**src/rtl/serial_fifo_ctrl.sv**
```systemverilog
// serial_fifo_ctrl: buffered UART register block.
//   An RX FIFO captures bytes from the async receiver.
//   A TX FIFO is drained into the transmitter one byte at a time by a small FSM.
//   The CPU sees a data register (mode_i=0) and a status/control register (mode_i=1).
// Ports:
//   clk, rst_n            system clock, asynchronous active-low reset
//   enable_i, readEnable_i, mode_i, dataSave_i, dataLoad_o
//                         CPU bus access; dataLoad_o is combinational
//   int_o                 registered level interrupt
//   rxdReady_i, rxdData_i receiver byte strobe and data
//   txdBusy_i, txdStart_o, txdData_o
//                         transmitter handshake; txdData_o is registered
module serial_fifo_ctrl #(
  parameter int DEPTH_LOG2 = 4
) (
  input  logic        clk,
  input  logic        rst_n,
  input  logic        enable_i,
  input  logic        readEnable_i,
  input  logic        mode_i,
  input  logic [31:0] dataSave_i,
  output logic [31:0] dataLoad_o,
  output logic        int_o,
  input  logic        rxdReady_i,
  input  logic [7:0]  rxdData_i,
  input  logic        txdBusy_i,
  output logic        txdStart_o,
  output logic [7:0]  txdData_o
);

  localparam int DEPTH = 1 << DEPTH_LOG2;
  localparam int CW    = DEPTH_LOG2 + 1;

  typedef enum logic [1:0] {
    ST_IDLE  = 2'd0,
    ST_START = 2'd1,
    ST_HOLD  = 2'd2
  } tx_state_e;

  tx_state_e             state_r, state_nxt_s;
  logic [7:0]            rx_mem_r [DEPTH];
  logic [7:0]            tx_mem_r [DEPTH];
  logic [DEPTH_LOG2-1:0] rx_wptr_r, rx_rptr_r, tx_wptr_r, tx_rptr_r;
  logic [CW-1:0]         rx_count_r, tx_count_r, rx_count_nxt_s, tx_count_nxt_s;
  logic                  rx_overrun_r, tx_overflow_r, rx_int_en_r, tx_int_en_r;
  logic                  data_rd_s, data_wr_s, stat_rd_s, ctrl_wr_s;
  logic                  rx_empty_s, rx_full_s, tx_empty_s, tx_full_s, tx_idle_s;
  logic                  rx_push_s, rx_pop_s, tx_push_s, tx_pop_s;
  logic                  rx_ovr_set_s, tx_ovf_set_s;
  logic [7:0]            rx_head_s, rx_cnt8_s, tx_cnt8_s;
  logic [31:0]           status_s;
  logic                  unused_data_s;

  assign data_rd_s  = enable_i &  readEnable_i & ~mode_i;
  assign data_wr_s  = enable_i & ~readEnable_i & ~mode_i;
  assign stat_rd_s  = enable_i &  readEnable_i &  mode_i;
  assign ctrl_wr_s  = enable_i & ~readEnable_i &  mode_i;

  assign rx_empty_s = (rx_count_r == {CW{1'b0}});
  assign rx_full_s  = (rx_count_r == CW'(DEPTH));
  assign tx_empty_s = (tx_count_r == {CW{1'b0}});
  assign tx_full_s  = (tx_count_r == CW'(DEPTH));
  assign tx_idle_s  = (state_r == ST_IDLE);

  // A pop in the same cycle frees a slot, so a push into a full FIFO is still accepted.
  assign rx_pop_s     = data_rd_s & ~rx_empty_s;
  assign rx_push_s    = rxdReady_i & (~rx_full_s | rx_pop_s);
  assign rx_ovr_set_s = rxdReady_i & rx_full_s & ~rx_pop_s;
  assign tx_push_s    = data_wr_s & (~tx_full_s | tx_pop_s);
  assign tx_ovf_set_s = data_wr_s & tx_full_s & ~tx_pop_s;

  assign rx_head_s     = rx_mem_r[rx_rptr_r];
  assign rx_cnt8_s     = 8'(rx_count_r);
  assign tx_cnt8_s     = 8'(tx_count_r);
  assign unused_data_s = ^dataSave_i[31:8];

  assign status_s = {6'h00, tx_int_en_r, rx_int_en_r, tx_cnt8_s, rx_cnt8_s, 3'h0,
                     tx_overflow_r, tx_empty_s & tx_idle_s, rx_overrun_r,
                     ~rx_empty_s, ~tx_full_s};

  // Next FIFO occupancy from push/pop pair.
  always_comb begin
    rx_count_nxt_s = rx_count_r;
    case ({rx_push_s, rx_pop_s})
      2'b10:   rx_count_nxt_s = rx_count_r + CW'(1);
      2'b01:   rx_count_nxt_s = rx_count_r - CW'(1);
      default: rx_count_nxt_s = rx_count_r;
    endcase
    tx_count_nxt_s = tx_count_r;
    case ({tx_push_s, tx_pop_s})
      2'b10:   tx_count_nxt_s = tx_count_r + CW'(1);
      2'b01:   tx_count_nxt_s = tx_count_r - CW'(1);
      default: tx_count_nxt_s = tx_count_r;
    endcase
  end

  // FIFO storage; contents need no reset since the counts guard every read.
  always_ff @(posedge clk) begin
    if (rx_push_s) rx_mem_r[rx_wptr_r] <= rxdData_i;
    if (tx_push_s) tx_mem_r[tx_wptr_r] <= dataSave_i[7:0];
  end

  // Pointers, counts, sticky flags, interrupt enables and the interrupt register.
  always_ff @(posedge clk or negedge rst_n) begin
    if (!rst_n) begin
      rx_wptr_r     <= {DEPTH_LOG2{1'b0}};
      rx_rptr_r     <= {DEPTH_LOG2{1'b0}};
      tx_wptr_r     <= {DEPTH_LOG2{1'b0}};
      tx_rptr_r     <= {DEPTH_LOG2{1'b0}};
      rx_count_r    <= {CW{1'b0}};
      tx_count_r    <= {CW{1'b0}};
      rx_overrun_r  <= 1'b0;
      tx_overflow_r <= 1'b0;
      rx_int_en_r   <= 1'b1;
      tx_int_en_r   <= 1'b0;
      int_o         <= 1'b0;
    end else begin
      if (rx_push_s) rx_wptr_r <= rx_wptr_r + DEPTH_LOG2'(1);
      if (rx_pop_s)  rx_rptr_r <= rx_rptr_r + DEPTH_LOG2'(1);
      if (tx_push_s) tx_wptr_r <= tx_wptr_r + DEPTH_LOG2'(1);
      if (tx_pop_s)  tx_rptr_r <= tx_rptr_r + DEPTH_LOG2'(1);
      rx_count_r    <= rx_count_nxt_s;
      tx_count_r    <= tx_count_nxt_s;
      // A new error event in the same cycle as a status read keeps the flag set.
      rx_overrun_r  <= rx_ovr_set_s | (rx_overrun_r & ~stat_rd_s);
      tx_overflow_r <= tx_ovf_set_s | (tx_overflow_r & ~stat_rd_s);
      if (ctrl_wr_s) begin
        rx_int_en_r <= dataSave_i[0];
        tx_int_en_r <= dataSave_i[1];
      end
      int_o <= (rx_int_en_r & ~rx_empty_s) |
               (tx_int_en_r & tx_empty_s & tx_idle_s) |
               rx_overrun_r;
    end
  end

  // TX FSM state register.
  always_ff @(posedge clk or negedge rst_n) begin
    if (!rst_n) state_r <= ST_IDLE;
    else        state_r <= state_nxt_s;
  end

  // TX FSM next state; HOLD spends one cycle blind to busy while the transmitter raises it.
  always_comb begin
    state_nxt_s = state_r;
    case (state_r)
      ST_IDLE: begin
        if (~tx_empty_s & ~txdBusy_i) state_nxt_s = ST_START;
        else                          state_nxt_s = ST_IDLE;
      end
      ST_START: state_nxt_s = ST_HOLD;
      ST_HOLD:  state_nxt_s = ST_IDLE;
      default:  state_nxt_s = ST_IDLE;
    endcase
  end

  // TX FSM outputs: start pulse decoded from START, pop issued on leaving IDLE.
  always_comb begin
    txdStart_o = 1'b0;
    tx_pop_s   = 1'b0;
    case (state_r)
      ST_IDLE:  tx_pop_s   = ~tx_empty_s & ~txdBusy_i;
      ST_START: txdStart_o = 1'b1;
      default: begin
        txdStart_o = 1'b0;
        tx_pop_s   = 1'b0;
      end
    endcase
  end

  // Transmit byte register, loaded together with the TX pop.
  always_ff @(posedge clk or negedge rst_n) begin
    if (!rst_n)        txdData_o <= 8'h00;
    else if (tx_pop_s) txdData_o <= tx_mem_r[tx_rptr_r];
  end

  // CPU read mux; an empty RX FIFO reads as zero.
  always_comb begin
    dataLoad_o = 32'h0000_0000;
    if (data_rd_s & ~rx_empty_s) dataLoad_o = {24'h00_0000, rx_head_s};
    else if (stat_rd_s)          dataLoad_o = status_s;
    else                         dataLoad_o = 32'h0000_0000;
  end

endmodule

```
**config.mk**
```make
export PLATFORM = sky130hd
export DESIGN_NAME = serial_fifo_ctrl
export DESIGN_NICKNAME = d
export VERILOG_FILES = /design/src/rtl/serial_fifo_ctrl.sv
export SDC_FILE = /design/constraint.sdc
export NUM_CORES = 1
export LEC_CHECK = 0
export ABC_CLOCK_PERIOD_IN_PS = 6400
export CAP_MARGIN = 5
export CORE_MARGIN = 2
export CORE_UTILIZATION = 50
export DETAILED_ROUTE_END_ITERATION = 8
export PLACE_DENSITY_LB_ADDON = 0.2
export SLEW_MARGIN = 20
export SYNTH_ARGS = -nofsm -noshare
export SYNTH_HDL_FRONTEND = slang
export SYNTH_SLANG_ARGS = --single-unit
```
**constraint.sdc**
```tcl
create_clock -name clk -period 6.4 [get_ports clk]
set_clock_uncertainty 0.05 [all_clocks]
set_input_delay 1.6 -clock clk [delete_from_list [all_inputs] [get_ports clk]]
set_output_delay 1.6 -clock clk [all_outputs]
set_load 0.03 [all_outputs]
```
## After elaboration in Yosys (flattened, before gate mapping)

Memories as Yosys holds them, arrays and structs flattened. A register that Yosys moved wholly into a read port is not among the register bits.
Cells that the tools add are included.

- Memory bits (writable): 256
- Memories: 2
- Input bits: 47
- Output and inout port bits: 42
- Register bits: 33
- Logic and storage cells: 83

- Multiplexer cells: 12
- Add/subtract/negate cells: 8
- Equality and inequality tests: 7
- Bitwise gates (word level): 36
- Reductions and logical operators: 6

Memories:

| memory | depth | bits a word | read ports | clocked after memory_dff | wr ports | RTL line | text |
|---|---|---|---|---|---|---|---|
| rx_mem_r | 16 | 8 | 1 | 0 | 1 | 41 | `logic [7:0] rx_mem_r [DEPTH];` |
| tx_mem_r | 16 | 8 | 1 | 1 | 1 | 42 | `logic [7:0] tx_mem_r [DEPTH];` |

Operators by type and width:

| kind | count |
|---|---|
| $mux W26 | 2 |
| $and A1 B1 Y1 | 20 |
| $pmux W5 S2 | 2 |
| $add A4 B1 Y4 const B | 4 |
| $add A5 B1 Y5 const B | 2 |
| $eq A5 B5 Y1 const B | 2 |
| $logic_not A5 Y1 | 2 |
| $not A1 Y1 | 10 |
| $sub A5 B1 Y5 const B | 2 |
| $mux W1 | 7 |
| $eq A2 B1 Y1 const B | 3 |
| $or A1 B1 Y1 | 6 |
| $eq A2 B2 Y1 const B | 2 |
| $pmux W2 S2 | 1 |
| $reduce_bool A2 Y1 | 2 |
| $logic_not A2 Y1 | 1 |
| $logic_not A1 Y1 | 1 |

## Depth between registers and ports, before layout

- Word-level depth: 8
- Gate-level depth with buffers: 14
- Mapped depth without buffers: 12

## Least setup slack after synthesis

Ideal clock, no wire load.

- Kind: input-to-output
- Start point: input port mode_i
- End point: output port dataLoad_o[7]
- Arrival time: 3511 ps
- Cell stages on the path: 4
- Setup slack: 1239 ps
- Data required time: 4750 ps
- Path buffers: 0
- Path through: inv_1 and3_1 nand2_1 a2111oi_0

- Word-level cells in the longest chain between the ends: 4

Ends and longest elaborated chain:

| what | RTL line | text |
|---|---|---|
| start, declared | 20 | `input logic mode_i,` |
| $not A1 Y1 | 54 | `assign data_rd_s = enable_i & readEnable_i & ~mode_i;` |
| $and A1 B1 Y1 | 54 |  |
| $and A1 B1 Y1 | 180 | `if (data_rd_s & ~rx_empty_s) dataLoad_o = {24'h00_0000, rx_head_s};` |
| $mux W26 | 180 |  |
| end, declared | 22 | `output logic [31:0] dataLoad_o,` |

No other way between the ends.

## Final worst setup path

- Start point: input port mode_i
- End point: output port dataLoad_o[5]

Same word-level chain as after synthesis.

==> metrics.txt <==
status completed; DR vias/cell 5.68; die height 160 um; DR top layer met4; CTS tree done; Main synth FF type edfxtp_1; Synth-to-Final Area Change 13.6%; Setup Total Neg Slack 0 ps; DR vias 6001; #FFs+latches synth slightly below 300; CTS Sinks around 300; Reg clk slew, reported paths 60 ps; NetSw about 1.7 mW; Synth Instances approximately 660; Hold Buf Count CTS 0; die width 160 um; Worst Hold Class reg -> reg; logic gate share of total power 27.5%; Resize count post-CTS 0; Max FO, Critical Path 7; maximum vdd drop 0.000305 V; Pint 3.98 mW; CORE AREA between 20000 and 25000 sq um; M1 WL 10100 um; share of layout cells above drive strength 1 18.7%; largest net degree at the start of global routing 42; DR WL met2 around 13000 um; max-slew violations 0; fin crit period approximately 5700 ps; Final Setup Violations 0; post-DP HPWL 15500 um; R2R Setup Slk approximately 3000 ps; # DRC 0; Worst Max-Slew Pin Slew about 1100 ps; Ant. Diodes 0; Sw Share 30.5%; gpl congestion 0.778; FP Rows 57; Post-synth EDFFs 256; Syn Std Cell Area 12200 sq um; most area-consuming cells after synthesis edfxtp_1 63%, mux4_2 10%, dfrtp_1 8.2%; Worst Path Required 4750 ps; Hold Slack 430 ps; Fmax around 0.18 GHz; Rel. slew slack 26.8%; GR Overflow Total 0; WL/cell 23.3 um; CTS H-tree depth 1; TritonCTS buffer count 29; final net count 776; CP startpoint kind primary input; clock tree buffer depth 3; worst skew pair latency 530 ps; I/O Pins 89; die area approximately 26000 sq um; final hold violations 0; PwrDens 414 nW/um^2; Synth top cells by count 256 x edfxtp_1, 55 x mux4_2, 40 x dfrtp_1; total track usage 19.5%; Post CTS Setup Buffer Count 0; first-pass GRT wire length between 30000 and 40000 um; port bufs 52; part of the power in registers between 40% and 50%; syn_area_per_cell 18.6 sq um; Yosys cell types a little under 50; Root Buffer clkbuf_16; crit share post-route a little under 90%; cell accounting for the most synthesized area edfxtp_1; Post-Route WL 24600 um; CP endpoint kind primary output; Starting Density between 50% and 60%; Setup CP Type in -> out; clock share of power 27.2%; Ys Warns 0; metal3 WL 865 um; DRT iter0 DRCs 582; Leak Pwr 4.59 nW; vias in the first global route between 6k and 7k; crit path DAT 4000 ps; initial antenna violation count 0; top-count cell post-synth edfxtp_1; max-cap violations 0; unrepaired setup endpoints after global routing no; register area share after synthesis between 70 and 80%; DR pass1 iterations 4; ANT nets after route 0; share of the synthesized area in the top cell type between 60% and 70%; Async S/R FF share, synth between 10 and 15%
## metrics by stage
stage	instances	area [sq um]	util [%]	setup WS [ps]	total power, mW
floorplan	668	12200	-	1240	3.75
global placement	1004	12900	53.7	736	4.15
detailed placement	1004	13000	53.8	760	4.22
CTS	1056	13800	57.4	749	5.78
global route	1056	13800	57.4	622	5.99
finish	1056	13800	57.4	747	5.72
## power groups by stage
| stage | Sequential [mW] | Clock, mW | Combinational, mW |
|---|---|---|---|
| 2_1_floorplan | 2.51 | 0 | 1.24 |
| 5_1_grt | 2.63 | 1.67 | 1.69 |
| 3_3_place_gp | 2.61 | 0 | 1.53 |
| 3_5_place_dp | 2.63 | 0 | 1.58 |
| 4_1_cts | 2.59 | 1.59 | 1.59 |
| 6_report | 2.60 | 1.56 | 1.57 |
## routing by layer
metal  up-vias  track usage [%]
li1       2690                -
met2       131             34.8
met1      3138             25.2
met3        42             2.62
met4         0             5.61
met5         -                0
## path summary, 6_finish.rpt
path,from,to,depth (start not counted)
worst max register to register,rx_count_r[1],rx_count_r[4],11
worst min register to register,state_r[1],state_r[1],1
worst max-delay path,mode_i,dataLoad_o[5],6
worst min-delay path,state_r[1],state_r[1],1
max in group asynchronous,rst_n,tx_rptr_r[2],1
min in group asynchronous,rst_n,rx_count_r[2],1
## cell type report
cell class,count,area (sq um)
Fill cell,1877,10300
Clock inverter,12,62.6
Clock buffer,40,807
Multi-Input combinational cell,310,3230
Tap cell,324,405
Inverter,14,52.6
Timing Repair Buffer,59,571
Sequential cell,297,8720
## critical path: stages
cell             delay (ps)
clkdlybuf4s50_1         610
inv_1                   150
and3_1                  180
nand2_1                 230
a2111oi_0               450
clkdlybuf4s50_1         760
## sequential cells by signal, indices dropped and copies added, names as in the netlist, 2 cells and up
register / cells
rx_count_r: 5
rx_mem_r: 128
rx_rptr_r: 4
rx_wptr_r: 4
state_r: 2
tx_count_r: 5
tx_mem_r: 128
tx_rptr_r: 4
tx_wptr_r: 4
txdData_o: 8
## layout by cell type (no fill, tap or decap), types with 4 or more instances in the layout
cell type        synthesis  routed
clkbuf_16                0      29
buf_4                   15       8
nand2b_1                 7       7
nand2_1                 27      27
ha_1                    17      17
mux4_1                  13      13
nor3_1                  11       5
a2111oi_0                4       4
and2_1                  12      12
a21o_1                   4       4
edfxtp_1               256     256
nand4_1                  4       4
a21oi_1                 12      12
clkdlybuf4s50_1          0      51
o21ai_0                  9       9
inv_1                   13      13
dfrtp_1                 40      37
nor2b_1                  4       4
clkinv_2                 0       7
xor2_1                   7       7
mux2_2                  12      12
conb_1                   1      12
a22o_1                   4       4
xnor2_1                 15      15
nor2_1                  31      28
clkbuf_8                 0       4
mux4_2                  55      55
clkbuf_1                15       7
o22ai_1                 17      17
nor3_2                   0       6
## cells by family (layout without fill, tap and decap cells)
family                     after synthesis  count (layout)  share of synthesized area (%)
xor gates and xnor gates                22              22                           1.58
muxes                                   80              80                           14.1
other                                    1              12                         0.0308
AOI/OAI and AO/OA                       61              61                           3.24
buffers and inverters                   61             125                           2.69
and+or+nand+nor                        117             117                           4.98
adders and majority gates               18              18                           1.91
DFF                                    297             297                           71.5
Note: power is estimated with default switching activity, not from simulation.
